--- src/rtl/bs_arbiter_qos.sv ---
// bs_arbiter_qos: shared-bus arbiter with fixed-priority or round-robin selection.
// Each grant pops up to `burst` packets from one device FIFO and routes each packet
// by its 8-bit destination ID: unicast, broadcast to all devices except the source,
// or drop with an err_id pulse.
// Ports:
//   clk, reset          clock (rising edge), asynchronous active-low reset
//   pndng   [drvrs]     device FIFO non-empty flags
//   D_pop   [drvrs*pw]  show-ahead FIFO heads; device d at [d*pckg_sz +: pckg_sz]
//   pop     [drvrs]     one-hot, one-cycle FIFO pop strobe
//   D_push  [pckg_sz]   bus data, holds its value between pushes
//   push    [drvrs]     per-device write strobes for D_push
//   prio_mode           0 = fixed priority (lowest index), 1 = round-robin
//   grant_id            currently granted device
//   busy                high outside IDLE
//   err_id              one-cycle pulse when a packet is dropped for an invalid ID
module bs_arbiter_qos #(
    parameter int unsigned drvrs     = 4,
    parameter int unsigned pckg_sz   = 16,
    parameter logic [7:0]  broadcast = 8'hFF,
    parameter int unsigned burst     = 1
) (
    input  logic                       clk,
    input  logic                       reset,
    input  logic [drvrs-1:0]           pndng,
    input  logic [drvrs*pckg_sz-1:0]   D_pop,
    output logic [drvrs-1:0]           pop,
    output logic [pckg_sz-1:0]         D_push,
    output logic [drvrs-1:0]           push,
    input  logic                       prio_mode,
    output logic [$clog2(drvrs)-1:0]   grant_id,
    output logic                       busy,
    output logic                       err_id
);

    localparam int unsigned GW = $clog2(drvrs);
    localparam int unsigned CW = 4;
    localparam logic [drvrs-1:0] ONE = drvrs'(1);

    localparam logic [1:0] S_IDLE = 2'd0;
    localparam logic [1:0] S_POP  = 2'd1;
    localparam logic [1:0] S_PUSH = 2'd2;

    logic [1:0]         state, state_nxt;
    logic [GW-1:0]      grant_nxt;
    logic [GW-1:0]      rr_ptr, rr_nxt;
    logic [CW-1:0]      burst_cnt, cnt_nxt, cnt_inc;
    logic [drvrs-1:0]   pop_nxt, push_nxt;
    logic [pckg_sz-1:0] d_push_nxt, head;
    logic [7:0]         dest;
    logic               err_nxt, busy_nxt;
    logic [GW-1:0]      winner;
    logic               found;

    // Winner among pending devices for the selected arbitration mode
    always_comb begin
        winner = '0;
        found  = 1'b0;
        if (!prio_mode) begin
            for (int i = int'(drvrs) - 1; i >= 0; i--) begin
                if (pndng[i]) winner = GW'(i);
            end
        end else begin
            for (int i = 0; i < int'(drvrs); i++) begin
                if (!found && pndng[(int'(rr_ptr) + i) % int'(drvrs)]) begin
                    winner = GW'((int'(rr_ptr) + i) % int'(drvrs));
                    found  = 1'b1;
                end
            end
        end
    end

    // Head of the granted device's FIFO
    always_comb begin
        head = '0;
        for (int d = 0; d < int'(drvrs); d++) begin
            if (grant_id == GW'(d)) head = D_pop[d*pckg_sz +: pckg_sz];
        end
    end

    assign dest    = head[pckg_sz-1 -: 8];
    assign cnt_inc = burst_cnt + CW'(1);

    // Next-state and next-output logic
    always_comb begin
        state_nxt  = state;
        grant_nxt  = grant_id;
        rr_nxt     = rr_ptr;
        cnt_nxt    = burst_cnt;
        pop_nxt    = '0;
        push_nxt   = '0;
        err_nxt    = 1'b0;
        d_push_nxt = D_push;
        case (state)
            S_IDLE: begin
                if (|pndng) begin
                    grant_nxt = winner;
                    cnt_nxt   = '0;
                    pop_nxt   = ONE << winner;
                    state_nxt = S_POP;
                end
            end
            S_POP: begin
                // Capture the popped head; routing strobes appear with it next cycle
                d_push_nxt = head;
                if (32'(dest) < drvrs) begin
                    push_nxt = ONE << dest;
                end else if (dest == broadcast) begin
                    push_nxt = ~(ONE << grant_id);
                end else begin
                    err_nxt = 1'b1;
                end
                state_nxt = S_PUSH;
            end
            S_PUSH: begin
                cnt_nxt = cnt_inc;
                // pndng here already reflects the pop just completed
                if ((32'(cnt_inc) < burst) && pndng[grant_id]) begin
                    pop_nxt   = ONE << grant_id;
                    state_nxt = S_POP;
                end else begin
                    rr_nxt    = (grant_id == GW'(drvrs - 1)) ? '0 : grant_id + GW'(1);
                    state_nxt = S_IDLE;
                end
            end
            default: state_nxt = S_IDLE;
        endcase
        busy_nxt = (state_nxt != S_IDLE);
    end

    // State and registered outputs
    always_ff @(posedge clk or negedge reset) begin
        if (!reset) begin
            state     <= S_IDLE;
            grant_id  <= '0;
            rr_ptr    <= '0;
            burst_cnt <= '0;
            pop       <= '0;
            push      <= '0;
            D_push    <= '0;
            err_id    <= 1'b0;
            busy      <= 1'b0;
        end else begin
            state     <= state_nxt;
            grant_id  <= grant_nxt;
            rr_ptr    <= rr_nxt;
            burst_cnt <= cnt_nxt;
            pop       <= pop_nxt;
            push      <= push_nxt;
            D_push    <= d_push_nxt;
            err_id    <= err_nxt;
            busy      <= busy_nxt;
        end
    end

endmodule
--- config.mk ---
export PLATFORM = sky130hd
export DESIGN_NAME = bs_arbiter_qos
export DESIGN_NICKNAME = d
export VERILOG_FILES = /design/src/rtl/bs_arbiter_qos.sv
export SDC_FILE = /design/constraint.sdc
export NUM_CORES = 1
export LEC_CHECK = 0
export ABC_AREA = 1
export CORE_MARGIN = 3
export CORE_UTILIZATION = 30
export CTS_CLUSTER_SIZE = 16
export DETAILED_ROUTE_END_ITERATION = 10
export PLACE_DENSITY = 0.67
export SYNTH_ARGS = -nofsm -noshare
export SYNTH_HDL_FRONTEND = slang
export SYNTH_SLANG_ARGS = --single-unit
--- constraint.sdc ---
create_clock -name clk -period 2.32 [get_ports clk]
set_clock_uncertainty 0.2 [all_clocks]
set_input_delay 0.464 -clock clk [delete_from_list [all_inputs] [get_ports clk]]
set_output_delay 0.464 -clock clk [all_outputs]
set_load 0.03 [all_outputs]
---- Word level (Yosys, flattened, before mapping) ----
Index checks and enable logic that the tools add are counted.
word-level totals
  register bits after elaboration ......... 36
  output and inout bits ................... 28
  word-level logic and storage cells ...... 101
operators by class
  add/sub/neg operators ................... 5
  order comparisons ....................... 7
  equal/unequal tests ..................... 7
  shift operators ......................... 3
  multiplexer cells ....................... 47
  bitwise operators ....................... 5
  reduce and logical (&&, ||, !) cells .... 18
operators by type and width
  operator                                                                       number
  16-bit 2-to-1 mux                                                              4
  4-bit 2-to-1 mux                                                               6
  2-bit 2-to-1 mux                                                               11
  1-bit 2-to-1 mux                                                               18
  4-bit one-hot mux with 2 select lines                                          2
  3-bit by 4-bit less-than comparator with 1-bit output (second input constant)  3
  1-bit binary-select mux with 2-bit select                                      5
  8-bit == test (second input constant)                                          1
  8-bit by 3-bit less-than comparator with 1-bit output (second input constant)  1
  1-bit by 2-bit left shift with 4-bit output (first input constant)             2
  1-bit by 8-bit left shift with 4-bit output (first input constant)             1
  2-bit == test (second input constant)                                          3
  2-bit by 3-bit less-than comparator with 1-bit output (second input constant)  2
  2-bit one-hot mux with 3 select lines                                          1
  2-bit AND reduction                                                            3
  2-bit OR reduction                                                             3
  2-bit by 1-bit adder with 2-bit output (second input constant)                 2
  2-bit adder (second input constant)                                            2
  4-bit by 1-bit adder with 4-bit output (second input constant)                 1
  2-bit by 1-bit == test with 1-bit output (second input constant)               2
  1-bit logical AND                                                              4
  2-bit logical NOT                                                              2
  4-bit by 1-bit less-than comparator with 1-bit output (second input constant)  1
  4-bit inverter                                                                 1
  6 further kinds                                                                11

---- Logic depth before layout (Yosys ltp) ----
  depth in word-level cells ............... 20
  depth in mapped cells ................... 14
  depth with buffers taken out ............ 14

---- Worst setup path before layout ----
No wires, ideal clock.
  path type ............................... reg2reg
  start ................................... reg grant_id[0]
  end ..................................... reg err_id
  arrival time ............................ 1881 ps
  data required time ...................... 1995 ps
  slack ................................... 114 ps
  cell stages (with the launch flop) ...... 12
  period minus slack after synthesis ...... 2206 ps
  cells stage by stage .................... dfrtp_1 > inv_1 > ha_1 > buf_2 > a21oi_1 > nand2_2 > o21ai_4 > nand2_4 > nor2_8 > nand2_4 > nand2_1 > a21oi_1
between the ends
  cells in the longest elaborated chain, start to end .. 9
ends and longest elaborated chain
  what                                                                                           line  text
  from (decl)                                                                                    30    output logic [$clog2(drvrs)-1:0] grant_id,
  from (signal assigned)                                                                         144   grant_id <= grant_nxt;
  2-bit logical NOT                                                                              76    if (grant_id == GW'(d)) head = D_pop[d*pckg_sz +: pckg_sz];
  16-bit 2-to-1 mux (3 in series)                                                                76
  16-bit 2-to-1 mux *                                                                            76
  branches (longest 2 deep; another with 8-bit by 3-bit less-than comparator with 1-bit output)  n/a
  1-bit 2-to-1 mux *                                                                             105   if (32'(dest) < drvrs) begin
  1-bit 2-to-1 mux *                                                                             93    case (state)
  named net err_nxt                                                                              50    logic err_nxt, busy_nxt;
  to (signal assigned)                                                                           150   err_id <= err_nxt;
  to (decl)                                                                                      32    output logic err_id
Mark *: on every way through the listed nets, which the timed path passes.
A chain may end at the register's enable or synchronous reset.

---- Worst setup path in the final report ----
  start ................................... reg grant_id[1]
  end ..................................... reg push[3]
between the ends
  cells in the longest elaborated chain, start to end .. 9
ends and longest elaborated chain
  what                                                                                           line  text
  branches (longest 7 deep; another with 8-bit by 3-bit less-than comparator with 1-bit output)  n/a
  4-bit 2-to-1 mux *                                                                             105
  4-bit 2-to-1 mux *                                                                             93
  named net push_nxt[3]                                                                          47    logic [drvrs-1:0] pop_nxt, push_nxt;
  to (signal assigned)                                                                           148   push <= push_nxt;
  to (decl)                                                                                      28    output logic [drvrs-1:0] push,
Marks and branches as above.

==> summary by stage <==
Power and ir drop
For this design the static power due to leakage is 0.00176 uW. The overall power consumption is around 5000 uW. VDD sags by at most approximately 590 uV.

In this run the power density over the cells is 1310 nW/um^2.

Final layout
In the layout the commonest cells are sky130_fd_sc_hd__nand2_1, sky130_fd_sc_hd__clkdlybuf4s50_1, sky130_fd_sc_hd__dfrtp_1. The most common cell after layout, fill and taps aside is sky130_fd_sc_hd__nand2_1. At the end of the flow, the number of nets in the layout was between 500 and 600. Compared with the post-synthesis result, the final layout area differs by 49.6%. The total inserted antenna cells is 0. The final standard cell area without fillers is between 3000 and 4000 um^2.

The fraction of final layout cells sized beyond drive strength 1 is between 10% and 20%.

Logic synthesis
The number of synthesized register bits is 36. Of the post-synthesis cell area, the part taken by muxes is 0%. The combinational family with the most area after synthesis is simple AND/OR/NAND/NOR gates.

Summing the areas of all xor and xnor instances in the mapped netlist gives 0.694% of the synthesized area. The synthesized area is ~2500 um^2. The synthesized netlist devotes approximately a third of its cell area to simple gates. The number of nets in the synthesized netlist is around 430.

The number of distinct library cells after synthesis is 32. The synthesized netlist devotes just over 20% of its cell area to compound gates. The post-synthesis share of cell area spent on full adders, half adders and majority gates is under 10%. The share of synthesized area occupied by flip-flops and latches is around 36%. The total number of yosys warnings is 0. In this run the mean area of a mapped cell was around 7.2 um^2. Synthesis handed over a netlist of between 300 and 400 instances.

Floorplan
The die is approximately 98 um tall. The die outline area is approximately 9500 um^2. Pin placement for this block handled between 90 and 100 I/O pins.

The die is between 90 and 100 um wide. The floorplan has 32 rows. The starting density of the core is about a third. The core region is between 7000 and 8000 um^2.

Placed design
The half-perimeter wire length of the detailed placement result is about 6 mm. The final weighted congestion in routability-driven placement is 0.862. The placed instance area is 3660 um^2. The number of port buffers is 98.

Routing
Once detail routing completed, the nets flagged for antenna violations numbered 0. The via density per instance is around 4.8. The number of remaining DRC errors is 0. The violation count after the first detailed-routing iteration is approximately 110. The first TritonRoute pass finished after 5 iterations. Dividing the detail-routed wire length by the instance count gives ~14 um.

Across all layers, the routed design uses 2723 vias. The total wire length after detailed routing is 7.72 mm.

Run status
The flow ran to the end, and the final reports show no timing, DRC or antenna violations.

Clock network
No sink is reached through more buffers than the 2 on the longest clock path. The number of CTS-inserted buffers is 5. The root buffer cell chosen for the clock tree is sky130_fd_sc_hd__clkbuf_8. The clock tree synthesis step divided the H-tree into 2 levels. After clock tree synthesis, the clock-pin slew on the worst setup and hold paths is roughly 0.07 ns. The number of clock sinks seen by CTS is 36. The TritonCTS clock tree is built. The number of buffers inserted to repair setup after CTS is 0. The later pin in the worst-skew pair is clocked with a latency of just under 0.3 ns.

STA
The final-report max-slew violation count is 0. The number of hold violations in the final report is 0. The summed negative setup slack over all endpoints is 0 ns. Setup repair after global routing left no endpoint under its margin. Headroom to the max-slew limit came out at 65.7%. Counting I/O delays and the setup requirement, the final critical path takes ~2.1 ns. The count of final setup violators is 0.

The final critical path takes up between 90% and 100% of the cycle. The achievable frequency is 472 MHz. For the pin with the worst max-slew slack, the measured transition is around 0.5 ns.

GRT
The global-route congestion overflow total is 0. The initial antenna violation count was 0. The largest net degree at the start of global routing is 24. The via count of the first global-routing pass is roughly 2700. The first-pass GRT wire length is between 10 and 15 mm.

Global routing used roughly 16% of the available tracks.

Critical path
The arrival time at the worst endpoint is between 2 and 2.5 ns. The category of the critical setup timing path is register to register. Along the worst path, the maximum fanout reaches 6. The worst flop-to-flop path endpoint is push[3]$_DFF_PN0_. The worst register-to-register path has a setup slack of 0.20 ns. The startpoint class of the critical path is a register. The worst endpoint required time is 2.33 ns. The worst flop-to-flop path startpoint is grant_id[1]$_DFFE_PN0P_. STA classifies the critical path endpoint as a register.

The length in cells of the worst reg-to-reg path is 13.

Min path
The launch instance of the worst min-delay path is D_push[13]$_DFFE_PN0P_. The worst hold path passes through 2 cells. The worst hold path terminates at D_push[13]$_DFFE_PN0P_. The path type of the worst min-delay path is register to register.

Flow run
The number of max-cap violations is 0.
==> cell usage after synthesis, drive strengths merged <==
library cell,number,share of area (%)
o21ai,25,6.1
a21oi,38,8.1
clkbuf,5,0.74
xnor2,1,0.35
dfrtp,36,36
nand3,37,7.7
inv,28,4.6
o211ai,16,5.6
nor2,24,4.7
xor2,1,0.35
o21bai,1,0.45
o31ai,1,0.30
nand2,123,20
buf,10,2.9
nand4,1,0.25
ha,5,2.5
==> final cells by class <==
cell class	instances	area [um^2]
Clock buffer	7	86.3
Clock inverter	1	7.51
Tap cell	102	128
Timing Repair Buffer	116	1110
Fill cell	800	4150
Sequential cell	36	901
Inverter	28	115
Multi-Input combinational cell	273	1420
==> report_power, final <==
part | internal, uW | switching, uW
Sequential | 879 | 166
Combinational | 1320 | 2130
Clock | 241 | 225
==> what timing repair did <==
action / CTS / global route
hold buffers: 1 / 0
setup endpoints to repair: 0 / 5
hold endpoints to repair: 21 / 0
gates resized for setup: 0 / 4
==> critical path: stages (launching register included) <==
cell and delay [ns]:
sky130_fd_sc_hd__dfrtp_1 0.45, sky130_fd_sc_hd__inv_2 0.12, sky130_fd_sc_hd__ha_2 0.21, sky130_fd_sc_hd__buf_4 0.15
sky130_fd_sc_hd__nand2_1 0.06, sky130_fd_sc_hd__nand2_1 0.06, sky130_fd_sc_hd__o211ai_2 0.08, sky130_fd_sc_hd__nand2_2 0.09
sky130_fd_sc_hd__o21ai_4 0.07, sky130_fd_sc_hd__inv_2 0.05, sky130_fd_sc_hd__nand2_1 0.05, sky130_fd_sc_hd__nor2_2 0.20
sky130_fd_sc_hd__nand3_1 0.12, sky130_fd_sc_hd__a21oi_2 0.13
==> per-layer routing <==
layer	GRT usage (%)	vias up	routed length, um
li1	-	1377	-
met1	20.7	1234	3440
met2	27.3	108	3610
met3	4.88	4	644
met4	2.66	0	25
met5	0	-	0
==> kinds of logic after synthesis <==
logic type / count (synthesis)
buffers and inverters: 43
xor gates and xnor gates: 2
AOI/OAI and AO/OA: 81
adders and majority gates: 5
and+or+nand+nor: 185
DFF: 36
==> worst max path at each step <==
stage                                  startpoint                      end  slack (ns)
after floorplan           grant_id[0]$_DFFE_PN0P_         err_id$_DFF_PN0_        0.11
after global placement                   pndng[1]         pop[1]$_DFF_PN0_        0.08
after detailed placement                 pndng[3]  grant_id[1]$_DFFE_PN0P_      0.0005
after CTS                 grant_id[1]$_DFFE_PN0P_        push[2]$_DFF_PN0_        0.11
after global routing      grant_id[1]$_DFFE_PN0P_        push[2]$_DFF_PN0_        0.02
final                     grant_id[1]$_DFFE_PN0P_        push[3]$_DFF_PN0_        0.20
==> stage by stage <==
step | worst slack [ns] | hold WS (ns) | cells | util, %
6_report | 0.200 | 0.288 | 563 | 47.6
5_1_grt | 0.0203 | 0.327 | 563 | 47.6
4_1_cts | 0.109 | 0.298 | 563 | 47.5
3_5_place_dp | 0.000453 | 0.267 | 554 | 46.2
3_3_place_gp | 0.0838 | 0.264 | 554 | 46.2
2_1_floorplan | 0.114 | -0.0316 | 352 | -
==> registers in the layout (all words and copies together), names as in the netlist <==
name and flops:
busy 1, err_id 1, push 4, state 2, burst_cnt 4, grant_id 2
pop 4, D_push 16, rr_ptr 2
(Power assumes the default switching activity.)
==> RTL edit 1, RTL diff (same settings) <==
Set the parameter `pckg_sz` to 8 (it was 16).
--- a/src/rtl/bs_arbiter_qos.sv
+++ b/src/rtl/bs_arbiter_qos.sv
@@ -17,3 +17,3 @@
     parameter int unsigned drvrs     = 4,
-    parameter int unsigned pckg_sz   = 16,
+    parameter int unsigned pckg_sz   = 8,
     parameter logic [7:0]  broadcast = 8'hFF,
Interface: changed (resized D_pop and D_push); port bits go from 99 to 59. No check against the original RTL was run, so the function may have changed too.
==> RTL edit 1 against the unedited design <==
- count of clock-buffer cells in the layout down 3
- sequential cell count down 8
- design area down 25%
- setup slack worse by 28 ps
- synthesized cell count down 21%
- synthesized area down 22%
- routed wire length down 30%
- power down 28%
- critical path type is now flop to output pin
- critical endpoint is now grant_id[1]
- highest routed layer unchanged
==> RTL edit 1: results (changes against the unedited design) <==
The largest stage delay on the critical path came out at 670 ps (was 450 ps). The insertion delay of the later-clocked pin in the worst-skew pair is 270 ps (was 290 ps). The tightest slew margin relative to the limit came out at 70.4% (was 65.7%). The placer congestion estimate came out at 0.883 (was 0.862). The number of flip-flops in the largest register came to 8 (was 16). The all-layer global routing usage is 14.3% (was 16.1%). The leakage power figure was 0.00135 µW (was 0.00176 µW). The total number of H-tree levels is 1 (was 2). The multi-input gate share of the layout cell area came out at 40.8% (was 37.7%). The filler cell count came out at 626 (was 800).

The data-path buffer share of cell area in the final layout came out at 25.3% (was 29.5%). The kind of cell adding the most delay to the critical path is buffers and inverters (was simple AND/OR/NAND/NOR gates). The sequential area share after synthesis came out at 35.5% (was 35.7%). The number of nets at the end of the flow is 395 (was 536). The number of storage elements in the synthesis netlist is 28 (was 36). The largest net degree at the start of global routing is 29 (was 24). The fraction of final layout cells sized beyond drive strength 1 came out at 19.1% (was 15.0%).

The initial DRC count was 96 (was 107). Run status: complete, no violations (unchanged). The post-CTS clock slew at the launch and capture registers of the worst setup and hold paths was 100 ps (was 70 ps). The met3 track utilization from global routing came out at 0.851% (was 4.88%).

The biggest fanout along the worst timing path is 3 (was 6). The non-clock buffer instance count of the final layout is 74 (was 116). The met2 layer usage reported by global route came out at 22.4% (was 27.3%). The number of buffers created by CTS is 3 (was 5). The busiest layer in global routing is met2 (unchanged). The number of signal-net inverters in the final layout is 26 (was 28). The post-cts resize count is 1 (was 0). The via count of the first global-routing pass came out at 1901 (was 2745).

Commonest cells in the synthesized netlist: sky130_fd_sc_hd__nand2_1, sky130_fd_sc_hd__dfrtp_1, sky130_fd_sc_hd__nand3_1 (unchanged). The number of multi-input combinational cells in the layout came out at 218 (was 273). The area of all sequential standard cells came out at 701 µm² (was 901 µm²). The total wire length after detailed routing came out at 5.38 mm (was 7.72 mm). The worst-case vdd ir drop came out at 731 µV (was 594 µV). The global-route wire length before repair is 8.93 mm (was 12.8 mm). The detailed route wirelength on metal3 is 167 µm (was 644 µm). The met2 wire length came out at 2.46 mm (was 3.61 mm).

The top register by number of flip-flops is D_push (unchanged). The most instantiated flip-flop cell in the synthesis netlist is sky130_fd_sc_hd__dfrtp_1 (unchanged). The cell with the biggest individual delay on the critical path is sky130_fd_sc_hd__clkdlybuf4s50_1 (was sky130_fd_sc_hd__dfrtp_1). The post-CTS setup repair buffer count is 2 (was 0). Biggest area contributors in the synthesized netlist: sky130_fd_sc_hd__dfrtp_1, sky130_fd_sc_hd__nand2_1, sky130_fd_sc_hd__nand3_1 (unchanged). The total of clock buffers placed in the layout came out at 4 (was 7). The clock buffer and inverter area fraction after layout is 1.95% (was 2.49%). The post-synthesis net count is 322 (was 428). The number of library cell types mapped by synthesis is 25 (was 32). The met1 global-route usage is 21.5% (was 20.7%). The met1 wire length is 2.66 mm (was 3.44 mm). The critical path arrival is 1480 ps (was 2130 ps).

The number of detailed-route iterations in the first pass was 4 (was 5). The HPWL after detailed placement was 4.36 mm (was 6.00 mm). The number of vias after detailed routing came out at 2026 (was 2723). The count of input and output buffers is 58 (was 98).
## RTL edit 1: cell types whose count changed in the layout (fill, tap and decap cells not counted), sizes merged, moves of 2 or more
| cell | delta |
|---|---|
| clkbuf | -3 |
| clkdlybuf4s50 | -39 |
| nand3 | -9 |
| inv | -2 |
| o211ai | -8 |
| nor2 | -5 |
| o21ai | -4 |
| buf | -2 |
| a21oi | -19 |
| nand2 | -8 |
| dfrtp | -8 |
## RTL edit 1: cells by family (layout without fill, tap and decap cells)
logic type	after synthesis	in the layout	synth area share, %
buffers and inverters	32	104	8.12
adder cells (fa/ha/maj)	5	5	3.17
XOR/XNOR	2	2	0.888
AND/OR/NAND/NOR	162	162	36.8
flip-flops	28	28	35.5
AO/OA/AOI/OAI	49	49	15.5
## RTL edit 1: metrics by stage
stage | area, µm² | std cells | total power (µW) | hold slack [ps] | setup slack (ps)
floorplan | 1970 | 278 | 2440 | -31.6 | 107
global placement | 2700 | 418 | 3110 | 264 | -65.9
detailed placement | 2700 | 418 | 3150 | 267 | -92.6
CTS | 2770 | 424 | 3470 | 290 | 0.467
global route | 2820 | 425 | 3900 | 317 | 19.0
finish | 2820 | 425 | 3570 | 284 | 172
## RTL edit 1: power by group
group          leakage, µW  internal [µW]  switching, µW
Clock            0.0000288            152            144
Sequential        0.000364            661            127
Combinational     0.000961            945           1540
## RTL edit 1: path summary, 6_finish.rpt
check	from	end	cells past startpoint	slack, ps
max reg2reg	grant_id[0]	push[0]	11	180
min reg2reg	D_push[3]	D_push[3]	2	280
max in group asynchronous	reset	D_push[0]	2	1290
max	grant_id[1]	grant_id[1]	2	170
min in group asynchronous	reset	grant_id[1]	2	370
min	D_push[3]	D_push[3]	2	280
==> RTL edit 2, RTL diff (config.mk and constraints unchanged) <==
Without the edit above. Put one more register stage on the output `err_id`, with the module's reset. The value now appears one clock later. The other outputs are not delayed to match. Comments in the files are not updated.
--- a/src/rtl/bs_arbiter_qos.sv
+++ b/src/rtl/bs_arbiter_qos.sv
@@ -41,2 +41,4 @@
     localparam logic [1:0] S_PUSH = 2'd2;
+
+    logic err_id_s0;
 
@@ -139,3 +141,3 @@
             D_push    <= '0;
-            err_id    <= 1'b0;
+            err_id_s0 <= 1'b0;
             busy      <= 1'b0;
@@ -149,3 +151,3 @@
             D_push    <= d_push_nxt;
-            err_id    <= err_nxt;
+            err_id_s0 <= err_nxt;
             busy      <= busy_nxt;
@@ -154,2 +156,10 @@
 
+    always_ff @(posedge clk or negedge reset) begin
+        if (!reset) begin
+            err_id <= '0;
+        end else begin
+            err_id <= err_id_s0;
+        end
+    end
+
 endmodule
Behaviour: not the same (a bounded check fails within 4 cycles, from zero or initial values and one cycle with reset low).
==> RTL edit 2 against the unedited design <==
- sequential cell count is 1 higher
- combinational power is essentially flat
- routed wire length grew 0.76%
- power rose by 3.2%
- synthesized area rose by 0.50%
- count of clock-buffer cells in the layout unchanged
- design area increased by 0.89%
- setup slack lost 24 ps
- largest cell class unchanged
- highest routed layer unchanged
==> RTL edit 2: results (changes against the unedited design) <==
The capturing element of the worst setup path was err_id_s0 (was push[3]). The total wire length after detailed routing came out at 7.78 mm (was 7.72 mm). Run status: complete, no violations (unchanged). The HPWL after detailed placement came to 6.16 mm (was 6.00 mm). The all-layer global routing usage came to 16.1% (about the same). The via count of the first global-routing pass is 2738 (was 2745). The slew at the pin closest to its max-slew limit is 475 ps (was 514 ps).

The critical path arrival is 2110 ps (was 2130 ps). The biggest fanout along the worst timing path is 12 (was 6). The number of detailed-route iterations in the first pass was 4 (was 5). The met2 wire length is 3.96 mm (was 3.61 mm). The post-detailed-placement cell area is 3680 µm² (was 3660 µm²).

The ratio of final minimum period to clock period came out at 92.4% (was 91.4%). The leakage power figure is 0.00178 µW (was 0.00176 µW). The largest net degree at the start of global routing was 38 (was 24).

The final cell count without fillers was 562 (was 563). The class of the worst hold path is primary input to async pin (was flop to flop). The global-route wire length before repair came out at 12.7 mm (was 12.8 mm). The flop-to-flop setup slack came out at 180 ps (was 200 ps).

The sequential area share after synthesis came out at 36.5% (was 35.7%). The post-synthesis compound-gate area fraction was 19.9% (was 20.6%). The synthesized area per cell is 7.18 µm² (was 7.17 µm²). The adder and majority cell fraction of the synthesized area came out at 2.47% (was 2.48%). The placer congestion estimate came to 0.850 (was 0.862). The worst-case vdd ir drop is 574 µV (was 594 µV). The synthesized-area fraction occupied by xor and xnor cells came to 0.691% (was 0.694%). The initial antenna violation count was 0 (unchanged).

The fraction of final layout cells sized beyond drive strength 1 came out at 14.1% (was 15.0%). Biggest area contributors in the synthesized netlist: sky130_fd_sc_hd__dfrtp_1, sky130_fd_sc_hd__nand2_1, sky130_fd_sc_hd__nand3_1 (unchanged). The initial DRC count came out at 77 (was 107). The detailed route wirelength on metal3 is 494 µm (was 644 µm). Commonest cells in the synthesized netlist: sky130_fd_sc_hd__nand2_1, sky130_fd_sc_hd__nand3_1, sky130_fd_sc_hd__dfrtp_1 (was sky130_fd_sc_hd__nand2_1, sky130_fd_sc_hd__dfrtp_1, sky130_fd_sc_hd__nand3_1). The number of nets at the end of the flow is 535 (was 536). The number of cell instances on the worst register-to-register path came out at 12 (was 13). The post-place setup slack came out at -4.49 ps (was 0.453 ps).
-- RTL edit 2: cell types whose count changed in the layout (fill, tap and decap cells not counted), sizes merged --
cell / before / now
dlygate4sd3: 1 / 0
bufinv: 0 / 1
clkinvlp: 1 / 0
buf: 18 / 17
dfrtp: 36 / 37
nand3: 37 / 39
a21oi: 38 / 36
-- RTL edit 2: kinds of logic (layout without fill, tap and decap cells) --
kind of cell | after synthesis | after routing
AND/OR/NAND/NOR | 187 | 187
AO/OA/AOI/OAI | 79 | 79
buffers and inverters | 43 | 150
flip-flops | 37 | 37
adder cells (fa/ha/maj) | 5 | 5
XOR/XNOR | 2 | 2
-- RTL edit 2: layer usage --
metal / track usage, % / up-vias
met5: 0 / -
met4: 4.37 / 0
met3: 4.79 / 12
met2: 29.3 / 66
met1: 18.1 / 1268
li1: - / 1376
-- RTL edit 2: cell type report --
type	count	area, µm²
clock buffers	7	86.3
repair buffers	114	1110
fillers	787	4160
multi-input cells	273	1420
flip-flops and latches	37	926
clock inverters	1	30.0
inverters	28	110
well taps	102	128
-- RTL edit 2: power by group --
| group | internal, µW | leakage, µW | switching, µW | total (µW) |
|---|---|---|---|---|
| combinational | 1330 | 0.00125 | 2130 | 3460 |
| clock | 351 | 0.0000585 | 227 | 578 |
| sequential | 904 | 0.000466 | 174 | 1080 |
| total | 2590 | 0.00178 | 2530 | 5120 |
-- RTL edit 2: worst max-delay path: cells and delay by family (launching register included) --
family                     cells  cell delay, ps
AOI/OAI and AO/OA              3             350
adders and majority gates      1             220
buffers and inverters          4             460
DFF                            1             430
and+or+nand+nor                4             330
-- RTL edit 2: what timing repair did --
item | 4_1_cts | 5_1_grt
buffers inserted | 0 | 0
setup endpoints to repair | 0 | 5
gates resized for setup | 0 | 3
